===== src/rtl/id_ex_alu_ctrl.sv =====
// ID/EX boundary register: decodes a MIPS instruction into ALU op, shift amount
// and operand-B select, with hazard-unit stall (hold) and flush (bubble) control.
module id_ex_alu_ctrl #(
    parameter logic [2:0] ILLEGAL_OP = 3'b000,
    parameter logic [2:0] BUBBLE_OP  = 3'b010
) (
    input  logic        clk,
    input  logic        reset,
    input  logic        id_valid,
    input  logic [31:0] id_instr,
    input  logic        stall,
    input  logic        flush,
    output logic        ex_valid,
    output logic [2:0]  ex_alu_op,
    output logic [4:0]  ex_shamt,
    output logic        ex_alu_src_imm,
    output logic [31:0] ex_imm,
    output logic        ex_is_branch,
    output logic        ex_illegal
);
    localparam logic [2:0] ALU_AND = 3'b000;
    localparam logic [2:0] ALU_OR  = 3'b001;
    localparam logic [2:0] ALU_ADD = 3'b010;
    localparam logic [2:0] ALU_SUB = 3'b110;
    localparam logic [2:0] ALU_SLT = 3'b111;
    localparam logic [2:0] ALU_SLL = 3'b100;
    localparam logic [2:0] ALU_SRL = 3'b101;

    logic [5:0]  opcode;
    logic [5:0]  funct;
    logic [31:0] imm_sext;
    logic [31:0] imm_zext;
    logic        unused_instr_bits;

    assign opcode   = id_instr[31:26];
    assign funct    = id_instr[5:0];
    assign imm_sext = {{16{id_instr[15]}}, id_instr[15:0]};
    assign imm_zext = {16'h0000, id_instr[15:0]};
    // Register specifiers are consumed elsewhere in the pipeline.
    assign unused_instr_bits = ^id_instr[25:16];

    logic [2:0]  dec_op;
    logic [4:0]  dec_shamt;
    logic        dec_src_imm;
    logic [31:0] dec_imm;
    logic        dec_branch;
    logic        dec_illegal;

    always_comb begin
        dec_op      = ILLEGAL_OP;
        dec_shamt   = 5'd0;
        dec_src_imm = 1'b0;
        dec_imm     = 32'd0;
        dec_branch  = 1'b0;
        dec_illegal = 1'b0;
        unique case (opcode)
            6'b000000: begin
                unique case (funct)
                    6'b100000, 6'b100001: dec_op = ALU_ADD;
                    6'b100010, 6'b100011: dec_op = ALU_SUB;
                    6'b100100:            dec_op = ALU_AND;
                    6'b100101:            dec_op = ALU_OR;
                    6'b101010:            dec_op = ALU_SLT;
                    6'b000000: begin
                        dec_op    = ALU_SLL;
                        dec_shamt = id_instr[10:6];
                    end
                    6'b000010: begin
                        dec_op    = ALU_SRL;
                        dec_shamt = id_instr[10:6];
                    end
                    default:              dec_illegal = 1'b1;
                endcase
            end
            6'b100011, 6'b101011, 6'b001000: begin
                dec_op      = ALU_ADD;
                dec_src_imm = 1'b1;
                dec_imm     = imm_sext;
            end
            6'b001010: begin
                dec_op      = ALU_SLT;
                dec_src_imm = 1'b1;
                dec_imm     = imm_sext;
            end
            6'b001100: begin
                dec_op      = ALU_AND;
                dec_src_imm = 1'b1;
                dec_imm     = imm_zext;
            end
            6'b001101: begin
                dec_op      = ALU_OR;
                dec_src_imm = 1'b1;
                dec_imm     = imm_zext;
            end
            6'b000100: begin
                dec_op     = ALU_SUB;
                dec_imm    = imm_sext;
                dec_branch = 1'b1;
            end
            default: dec_illegal = 1'b1;
        endcase
    end

    logic        valid_q,   valid_d;
    logic [2:0]  alu_op_q,  alu_op_d;
    logic [4:0]  shamt_q,   shamt_d;
    logic        src_imm_q, src_imm_d;
    logic [31:0] imm_q,     imm_d;
    logic        branch_q,  branch_d;
    logic        illegal_q, illegal_d;

    // Flush beats stall; an empty ID slot loads the same bubble as a flush.
    always_comb begin
        valid_d   = valid_q;
        alu_op_d  = alu_op_q;
        shamt_d   = shamt_q;
        src_imm_d = src_imm_q;
        imm_d     = imm_q;
        branch_d  = branch_q;
        illegal_d = illegal_q;
        if (flush || (!stall && !id_valid)) begin
            valid_d   = 1'b0;
            alu_op_d  = BUBBLE_OP;
            shamt_d   = 5'd0;
            src_imm_d = 1'b0;
            imm_d     = 32'd0;
            branch_d  = 1'b0;
            illegal_d = 1'b0;
        end else if (!stall) begin
            valid_d   = 1'b1;
            alu_op_d  = dec_op;
            shamt_d   = dec_shamt;
            src_imm_d = dec_src_imm;
            imm_d     = dec_imm;
            branch_d  = dec_branch;
            illegal_d = dec_illegal;
        end
    end

    always_ff @(posedge clk) begin
        if (reset) begin
            valid_q   <= 1'b0;
            alu_op_q  <= BUBBLE_OP;
            shamt_q   <= 5'd0;
            src_imm_q <= 1'b0;
            imm_q     <= 32'd0;
            branch_q  <= 1'b0;
            illegal_q <= 1'b0;
        end else begin
            valid_q   <= valid_d;
            alu_op_q  <= alu_op_d;
            shamt_q   <= shamt_d;
            src_imm_q <= src_imm_d;
            imm_q     <= imm_d;
            branch_q  <= branch_d;
            illegal_q <= illegal_d;
        end
    end

    assign ex_valid       = valid_q;
    assign ex_alu_op      = alu_op_q;
    assign ex_shamt       = shamt_q;
    assign ex_alu_src_imm = src_imm_q;
    assign ex_imm         = imm_q;
    assign ex_is_branch   = branch_q;
    assign ex_illegal     = illegal_q;
endmodule


===== config.mk =====
export PLATFORM = sky130hd
export DESIGN_NAME = id_ex_alu_ctrl
export DESIGN_NICKNAME = d
export VERILOG_FILES = /design/src/rtl/id_ex_alu_ctrl.sv
export SDC_FILE = /design/constraint.sdc
export NUM_CORES = 1
export LEC_CHECK = 0
export ABC_AREA = 1
export BUFFER_PORTS_ARGS = -buffer_cell sky130_fd_sc_hd__buf_4
export CAP_MARGIN = 20
export CORE_ASPECT_RATIO = 0.75
export CORE_MARGIN = 2
export CORE_UTILIZATION = 44
export CTS_CLUSTER_DIAMETER = 200
export DETAILED_ROUTE_END_ITERATION = 12
export GPL_TIMING_DRIVEN = 0
export PLACE_DENSITY = 0.79
export SYNTH_ARGS = -nofsm -noshare
export SYNTH_HDL_FRONTEND = slang
export SYNTH_SLANG_ARGS = --single-unit
export TNS_END_PERCENT = 5

===== constraint.sdc =====
create_clock -name clk -period 1.4 [get_ports clk]
set_clock_uncertainty 0.05 [all_clocks]
set_input_delay 0.07 -clock clk [delete_from_list [all_inputs] [get_ports clk]]
set_output_delay 0.07 -clock clk [all_outputs]
set_load 0.005 [all_outputs]

==> Word level (Yosys, flattened, before mapping) <==
Index checks and enable logic that the tools add are counted.
{ "word_totals": {"reg_bits": 44, "output_inout_bits": 44, "romBits": 0, "inputBits": 37, "mem_bits_rw": 0, "wordCells": 47, "latch_bits": 0, "mem_count": 0} }
{ "classes": {"n_addsub": 0, "n_div": 0, "shifts": 0, "multipliers": 0, "eq_ne": 15, "muxes": 9, "reduce_logical": 16, "bitwise_logic": 0, "n_lt_le_gt_ge": 0} }
{ "op_table": {"columns": ["cell", "n"], "rows": [
  ["case mux 32 bit (2 select lines)", 1],
  ["equality test 6 bit (second input constant)", 9],
  ["equality test 6 x 4 -> 1 bit (second input constant)", 4],
  ["case mux 3 bit (6 select lines)", 1],
  ["case mux 3 bit (5 select lines)", 1],
  ["zero test 6 bit", 2],
  ["2-to-1 mux 5 bit", 2],
  ["OR reduction 2 bit", 5],
  ["OR reduction 9 bit", 1],
  ["OR reduction 7 bit", 1],
  ["equality test 6 x 2 -> 1 bit (second input constant)", 1],
  ["equality test 6 x 3 -> 1 bit (second input constant)", 1],
  ["OR reduction 6 bit", 1],
  ["OR reduction 5 bit", 1],
  ["2-to-1 mux 1 bit", 3],
  ["OR reduction 3 bit", 1],
  ["zero test 1 bit", 2],
  ["case mux 1 bit (2 select lines)", 1],
  ["logical AND 1 bit", 1],
  ["logical OR 1 bit", 1]
]} }

==> Logic depth before layout (Yosys ltp) <==
Gate-level depths: netlist of run 1.
{ "logic_depth": {"depth_word": 4, "mapped_depth": 10, "mapped_depth_nobuf": 9} }

==> Least setup slack after synthesis of run 1 <==
OpenSTA, ideal clock, no wires.
{ "synth_path": {"path_kind": "input port to flip-flop", "startpoint": "input id_instr[26]", "endpoint": "register imm_q[11], in the netlist ex_imm[11]", "setup_slack_ns": 0.380, "t_required_ns": 1.224, "t_arrival_ns": 0.844, "path_stages": 10, "path_buffers": 1, "setup_ns": 0.126, "path_cell_list": "inv_1 nand2_1 nor2_2 nand2_1 nand2_1 nor2_2 nand3_4 buf_6 nand2_1 a21oi_2"} }
{ "synth_via": {"elab_chain_len": 3, "word_cells_on_any_way": 10, "classes_between": "eq/ne (7); mux (1); reduce/logical (2)"} }
{ "synth_rtl": {"columns": ["element", "line", "text"], "rows": [
  ["from (decl)", "10", "input logic [31:0] id_instr,"],
  ["equality test 6 x 3 -> 1 bit, or another cell as far along", "56", "unique case (opcode)"],
  ["OR reduction 5 bit (no source line) / OR reduction 2 bit (equally long branches)", null, null],
  ["case mux 32 bit (2 select lines) (*)", "56", null],
  ["to (signal assigned)", "154", "imm_q <= imm_d;"],
  ["to (decl)", "108", "logic [31:0] imm_q, imm_d;"]
]} }
Every way passes the cells marked *; elsewhere a longest branch is shown, timed or not.
A chain may end at the register's enable or synchronous reset.

==> results of run 1 <==
## worst paths after layout
kind	from	endpoint	slack, ns	depth (start not counted)
setup / recovery	ex_imm[30]$_SDFFE_PP0N_	ex_imm[27]	0.25	2
hold / removal	id_instr[13]	ex_imm[13]$_SDFFE_PP0N_	0.008	3
setup reg to reg	ex_imm[30]$_SDFFE_PP0N_	ex_imm[30]$_SDFFE_PP0N_	0.56	2
hold reg to reg	ex_shamt[3]$_SDFFE_PP0N_	ex_shamt[3]$_SDFFE_PP0N_	0.41	2
## metal layers
metal  up-vias  routed length, um  track usage [%]
met1       690               1738            24.69
met2        62               1665            33.80
met4         0                 38            8.805
met3         5                363            7.303
met5         -                  0                0
li1        825                  -                -
## metrics by stage
step	total power, mW	worst slack, ns	cell area, sq um	utilization [%]	hold slack [ns]
after detailed placement	1.097	0.07705	2047	63.12	0.2886
after global routing	1.929	0.1846	2170	66.90	0.01242
after global placement	1.094	0.1038	2047	63.12	0.2791
after floorplan	0.9734	0.3804	1471	-	0.1603
after CTS	1.863	0.03996	2168	66.86	0.001621
final	1.845	0.2504	2170	66.90	0.007733
## power breakdown
group | switching [mW] | leakage, nW | total [mW] | internal, mW
registers | 0.00759 | 0.235 | 0.848 | 0.840
clock network | 0.318 | 0.0542 | 0.761 | 0.443
logic | 0.126 | 0.785 | 0.236 | 0.109
## state kept, by name (all words and copies together), names as in the netlist
register / count
ex_imm: 17
ex_shamt: 5
ex_alu_op: 3
ex_alu_src_imm: 1
ex_illegal: 1
ex_is_branch: 1
ex_valid: 1
## layout make-up
type | count | share of cell area (%)
plain buffers | 23 | 6.978
clock buffers | 7 | 4.441
clock inverters | 1 | 0.2307
inverters | 22 | 3.806
multi-input cells | 139 | 30.28
flip-flops and latches | 29 | 26.82
well taps | 40 | 2.307
repair buffers | 72 | 25.14
## cells by family after synthesis
logic type,Yosys count,synth area share [%]
AOI/OAI and AO/OA,43,15.14
DFF,29,39.46
buffers and inverters,45,15.90
and+or+nand+nor,96,29.51
## worst max-delay path, cell delays in order, from the launching register on
cell and delay, ns:
dfxtp_2 0.49, buf_4 0.16, buf_4 0.09
## repair_timing
item	in CTS	in global routing
hold endpoints to repair	2	0
setup endpoints to repair	0	15
hold buffers	2	0
gates resized for setup	0	1
## layout by cell type (no fill, tap or decap)
master / instances
a21oi_1: 26
a21oi_2: 1
a31oi_1: 1
buf_2: 1
buf_4: 85
buf_6: 1
clkbuf_1: 6
clkbuf_8: 7
clkinv_2: 1
dfxtp_1: 28
dfxtp_2: 1
dlygate4sd3_1: 2
inv_1: 21
inv_2: 1
nand2_1: 53
nand3_1: 10
nand3_2: 1
nand3_4: 1
nand3b_1: 1
nand4_1: 4
nor2_1: 20
nor2_2: 3
nor2_4: 1
nor3_2: 2
o211ai_1: 1
o21ai_0: 14
==> impl_results.md, run 1 <==
- Mean Syn Cell Area: 6.908 sq um
- Wire per inst: 11.43 um
- Total global routing overflow: 0
- Syn Inst Count: 213
- Top FF cell, synth: dfxtp_1
- Clk_lat worst skew: 0.28 ns
- Mapped cell area: 0.001471 sq mm
- Final setup violation count: 0
- HPWL after DPL: 2.923 mm
- CTS Root Cell: clkbuf_8
- I/O Pins: 81
- Number of distinct library cells after synthesis: 22
- Crit start category: flop
- CTS H-tree lvls: 2
- Req. time, crit path: 1.28 ns
- Commonest cells in the netlist: nand2_1, dfxtp_1, a21oi_1
- Area contributors post-synth: dfxtp_1, nand2_1, a21oi_1, buf_4, inv_1
- Layout Cells excl Fill: 333
- Vias in the first global route: 1383
- Post-route minimum period: 1.150 ns
- Status: completed
- Worst Path Arrival: 1.03 ns
- Mapped Nets: 250
- Share of layout cells above drive strength 1: 36.18%
- Sequential-to-total area share from yosys stat: 39.46%
- Final period util: 82.12%
- Leading area contributor after synthesis: dfxtp_1
- RSZ-0062 raised after global routing: false
- Leakage: 1.075 nW
- FF+latch count, synth: 29
- Post-Route Setup TNS: 0 ns
- Fmax: 869.9 MHz
- Post-synth top area share: 39.46%
- Initial antenna violation count: 0
- Ant diodes: 0
- CTS tree: done
- Vias per cell: 4.751
- Placer Congestion: 0.8742
- Number of synthesized flops with an enable pin: 0
- Clock Pin Slew Worst Setup and Hold Paths: 0.06 ns
- IO Port Bufs: 70
- Final hold vios: 0
- Final wirelength: 3.806 mm
- Element type at the critical path end: primary output
- Row count: 18
- Most frequent cell after synthesis: nand2_1
- Antenna-violating nets left: 0
- Initial Util: 45.37%
- Fin. max-slew vios: 0
- Iter 0 DRT Violations: 67
- Cell count after placement: 323
- Pwr Density: 850.2 mW/mm^2
- Die W: 70.78 um
- DRC violations left: 0
- Nets@finish: 329
- Max IR drop VDD: 0.5988 mV
- Kind of critical path: reg2out
- HP Class: in2reg
- Die area: 0.003828 sq mm
- Die Ht: 54.08 um
- First-pass GRT wire length: 5.989 mm
- Multi-input logic area: 656.9 sq um
- CTS Buf Count: 5
- Fillcell total: 303
- Post-synth ARST share: 0%
- Area growth from synthesis to layout: 47.45%
- Slew HR: 65.81%
- Worst-path fanout max: 17
- Register area: 581.8 sq um
- Clock tree sinks: 29
- Postcts setup bufs: 0
- 1st-pass router iterations: 4
- Total Routing Usage GR: 20.51%
- Pin count of the biggest net entering global routing: 18
- Max Cap Violations: 0
- YS warnings: 0
- Via count: 1582
- Clk buf depth: 2
- Pin slew with the least headroom to its limit: 0.5128 ns
- Total core area: 0.003243 sq mm
(Power assumes the default switching activity.)
==> run 2, diff against run 1 <==
Settings changed: ABC_AREA 1 to 0, CORE_UTILIZATION 44 to 39, PLACE_DENSITY 0.79 to 0.75.
Clock period 1.4 ns to 1 ns, I/O delays scaled along.
==> run 2 against run 1 <==
Combinational power increased by 60%. First-iteration DRC count up 81%. The run now ends with setup timing left. Routed wire length increased by 7.0%. Clock-buffer cell count unchanged. Total power grew 50%. Highest routed layer unchanged.
==> impl_results.md, run 2 <==
- HP Class: in2reg
- DRC violations left: 0 (unchanged)
- CTS Root Cell: clkbuf_8
- Initial antenna violation count: 0 (unchanged)
- RSZ-0062 raised after global routing: true
- Wire per inst: 13.44 um (+18%)
- Ant diodes: 0 (unchanged)
- Iter 0 DRT Violations: 121 (+81%)
- Commonest cells in the netlist: dfxtp_1, a22o_1, buf_4
- CTS H-tree lvls: 2 (unchanged)
- Mean Syn Cell Area: 9.167 sq um (+33%)
- Max IR drop VDD: 1.185 mV (+98%)
- Nets@finish: 287 (-13%)
- Number of synthesized flops with an enable pin: 0 (unchanged)
- Final period util: 111.5%
- Req. time, crit path: 1.11 ns (-0.17 ns)
- Max reg flops: 17 (unchanged)
- Fmax: 896.8 MHz
- Leading area contributor after synthesis: dfxtp_1
- Sequential-to-total area share from yosys stat: 40.59% (+1.1 points)
- Row count: 19 (+1)
- Post-Route Setup TNS: -1.231 ns (-1.231 ns)
- Post-layout instance area: 0.002401 sq mm (+11%)
- Total Routing Usage GR: 19.21% (-1.3 points)
- Fin. max-slew vios: 0 (unchanged)
- Via count: 1523 (-3.7%)
- Pin count of the biggest net entering global routing: 18 (unchanged)
- CTS tree: done
- Clock Pin Slew Worst Setup and Hold Paths: 0.06 ns (about the same)
- Total global routing overflow: 0 (unchanged)
- Worst slack at placement: -0.6409 ns (-0.7179 ns)
- Final setup violation count: 25 (+25)
- Initial Util: 39.84% (-5.5 points)
- Max Cap Violations: 0 (unchanged)
- Kind of critical path: in2reg
- Fillcell total: 309 (+2.0%)
- Tot Pwr: 2.758 mW (+50%)
- Post-synth ARST share: 0% (unchanged)
- FF+latch count, synth: 29 (unchanged)
- Mapped cell area: 0.001430 sq mm (-2.8%)
- Post-synth top area share: 40.59% (+1.1 points)
- Number of distinct library cells after synthesis: 39 (+77%)
- Vias in the first global route: 1350 (-2.4%)
- Status: finished, violations left
- Slew HR: 70.21% (+4.4 points)
- Area contributors post-synth: dfxtp_1, a22o_1, buf_4, a21oi_1, a22oi_1
- CTS Buf Count: 5 (unchanged)
- Area growth from synthesis to layout: 67.89%
- Clk buf depth: 2 (unchanged)
- Worst Path Arrival: 1.23 ns (+0.20 ns)
- Vias per cell: 5.026 (+5.8%)
- Placer Congestion: 0.8531 (-2.4%)
- Most frequent cells in the layout: buf_4, dfxtp_1, a22o_1
- Die Ht: 56.44 um (+4.4%)
- Final hold vios: 0 (unchanged)
- Total core area: 0.003590 sq mm (+11%)
- Post-route minimum period: 1.115 ns
- Clock tree sinks: 29 (unchanged)
- First-pass GRT wire length: 6.292 mm (+5.1%)
- Syn Inst Count: 156 (-27%)
- Leakage: 1.079 nW (+0.36%)
- Crit start category: input port
- Die area: 0.004172 sq mm (+9.0%)
- Worst-path fanout max: 6 (-11)
- Top FF cell, synth: dfxtp_1
- Hold_ws: 0.02997 ns (+0.02223 ns)
- Pwr Density: 1149 mW/mm^2 (+35%)
- IO Port Bufs: 68 (-2.9%)
- Most frequent cell after synthesis: dfxtp_1
- Mapped Nets: 193 (-23%)
- YS warnings: 0 (unchanged)
- Element type at the critical path end: flop
- 1st-pass router iterations: 4 (unchanged)
- Commonest non-fill, non-tap cell in the layout: buf_4
- HPWL after DPL: 2.731 mm (-6.6%)
- Antenna-violating nets left: 0 (unchanged)
- Final wirelength: 4.071 mm (+7.0%)
- Die W: 73.93 um (+4.5%)
- Pin slew with the least headroom to its limit: 0.4468 ns (-0.06595 ns)
- I/O Pins: 81 (unchanged)
- Clk_lat worst skew: 0.26 ns (-0.02 ns)
- Share of layout cells above drive strength 1: 48.21% (+12 points)
- Final setup margin: -0.1151 ns (-0.3654 ns)
- Area of placed instances: 0.002011 sq mm (-1.8%)
- Violated checks: setup timing
-- run 2: cell count changes after synthesis, sizes merged, moves of 4 or more --
cell   before  now
a21oi      27    9
a22oi       0    6
a21o        0    4
nand4       4    0
a22o        0   16
inv        22    7
nand2      53    3
nor3b       0    6
nand3      12    2
nor2       24   11
o21ai      14    8
-- run 2: path summary, 6_finish.rpt --
| path | start | to | slack (ns) | cells past startpoint |
|---|---|---|---|---|
| min reg2reg | ex_valid$_SDFFE_PP0N_ | ex_valid$_SDFFE_PP0N_ | 0.42 | 2 |
| max reg2reg | ex_imm[30]$_SDFFE_PP0N_ | ex_imm[30]$_SDFFE_PP0N_ | 0.24 | 2 |
| min | stall | ex_illegal$_SDFFE_PP0N_ | 0.03 | 3 |
| max | id_instr[27] | ex_imm[30]$_SDFFE_PP0N_ | -0.12 | 7 |
-- run 2: kinds of logic after synthesis --
kind of cell | count (synthesis) | synth area share, %
AO/OA/AOI/OAI | 54 | 27.38
XOR/XNOR | 1 | 0.6125
buffers and inverters | 31 | 13.04
flip-flops | 29 | 40.60
multiplexers | 1 | 0.7873
AND/OR/NAND/NOR | 40 | 17.59
-- run 2: power by group --
group	total [mW]	switching, mW	internal, mW
registers	1.17	0.00514	1.16
clock network	1.21	0.403	0.811
logic	0.377	0.172	0.205
-- run 2: final cells by class --
cell class | instances | area (sq um) | area share [%]
clock buffers | 7 | 86.33 | 3.596
repair buffers | 89 | 720.7 | 30.02
clock inverters | 1 | 30.03 | 1.251
inverters | 7 | 26.28 | 1.094
multi-input cells | 96 | 723.2 | 30.12
flip-flops and latches | 29 | 584.3 | 24.34
plain buffers | 22 | 165.2 | 6.879
well taps | 52 | 65.06 | 2.710
-- run 2: stage by stage --
step	std cells	util, %
floorplan	156	-
global placement	276	56.01
detailed placement	276	56.01
CTS	303	66.26
global route	303	66.89
finish	303	66.89
-- run 2: timing repair --
item / CTS / global route
setup endpoints to repair: 44 / 43
pin swaps: 14 / 6
gates cloned: 0 / 0
hold buffers: 15 / 0
resized for setup: 22 / 9
endpoints found under the hold margin: 18 / 0
setup buffers: 5 / 1
-- run 2: critical path, cell delays in order --
cell and delay [ns]:
buf_6 0.09, buf_6 0.12, buf_4 0.14, nor3b_2 0.25, o21ai_0 0.12, a21o_1 0.22
o41ai_1 0.22
-- run 2: per-layer routing --
metal,track usage [%],up-vias,part of all wire (%)
met1,25.81,719,46
met5,0,-,0
met4,2.857,0,0.39
met2,30.36,56,47
met3,6.643,2,6.6
li1,-,746,-
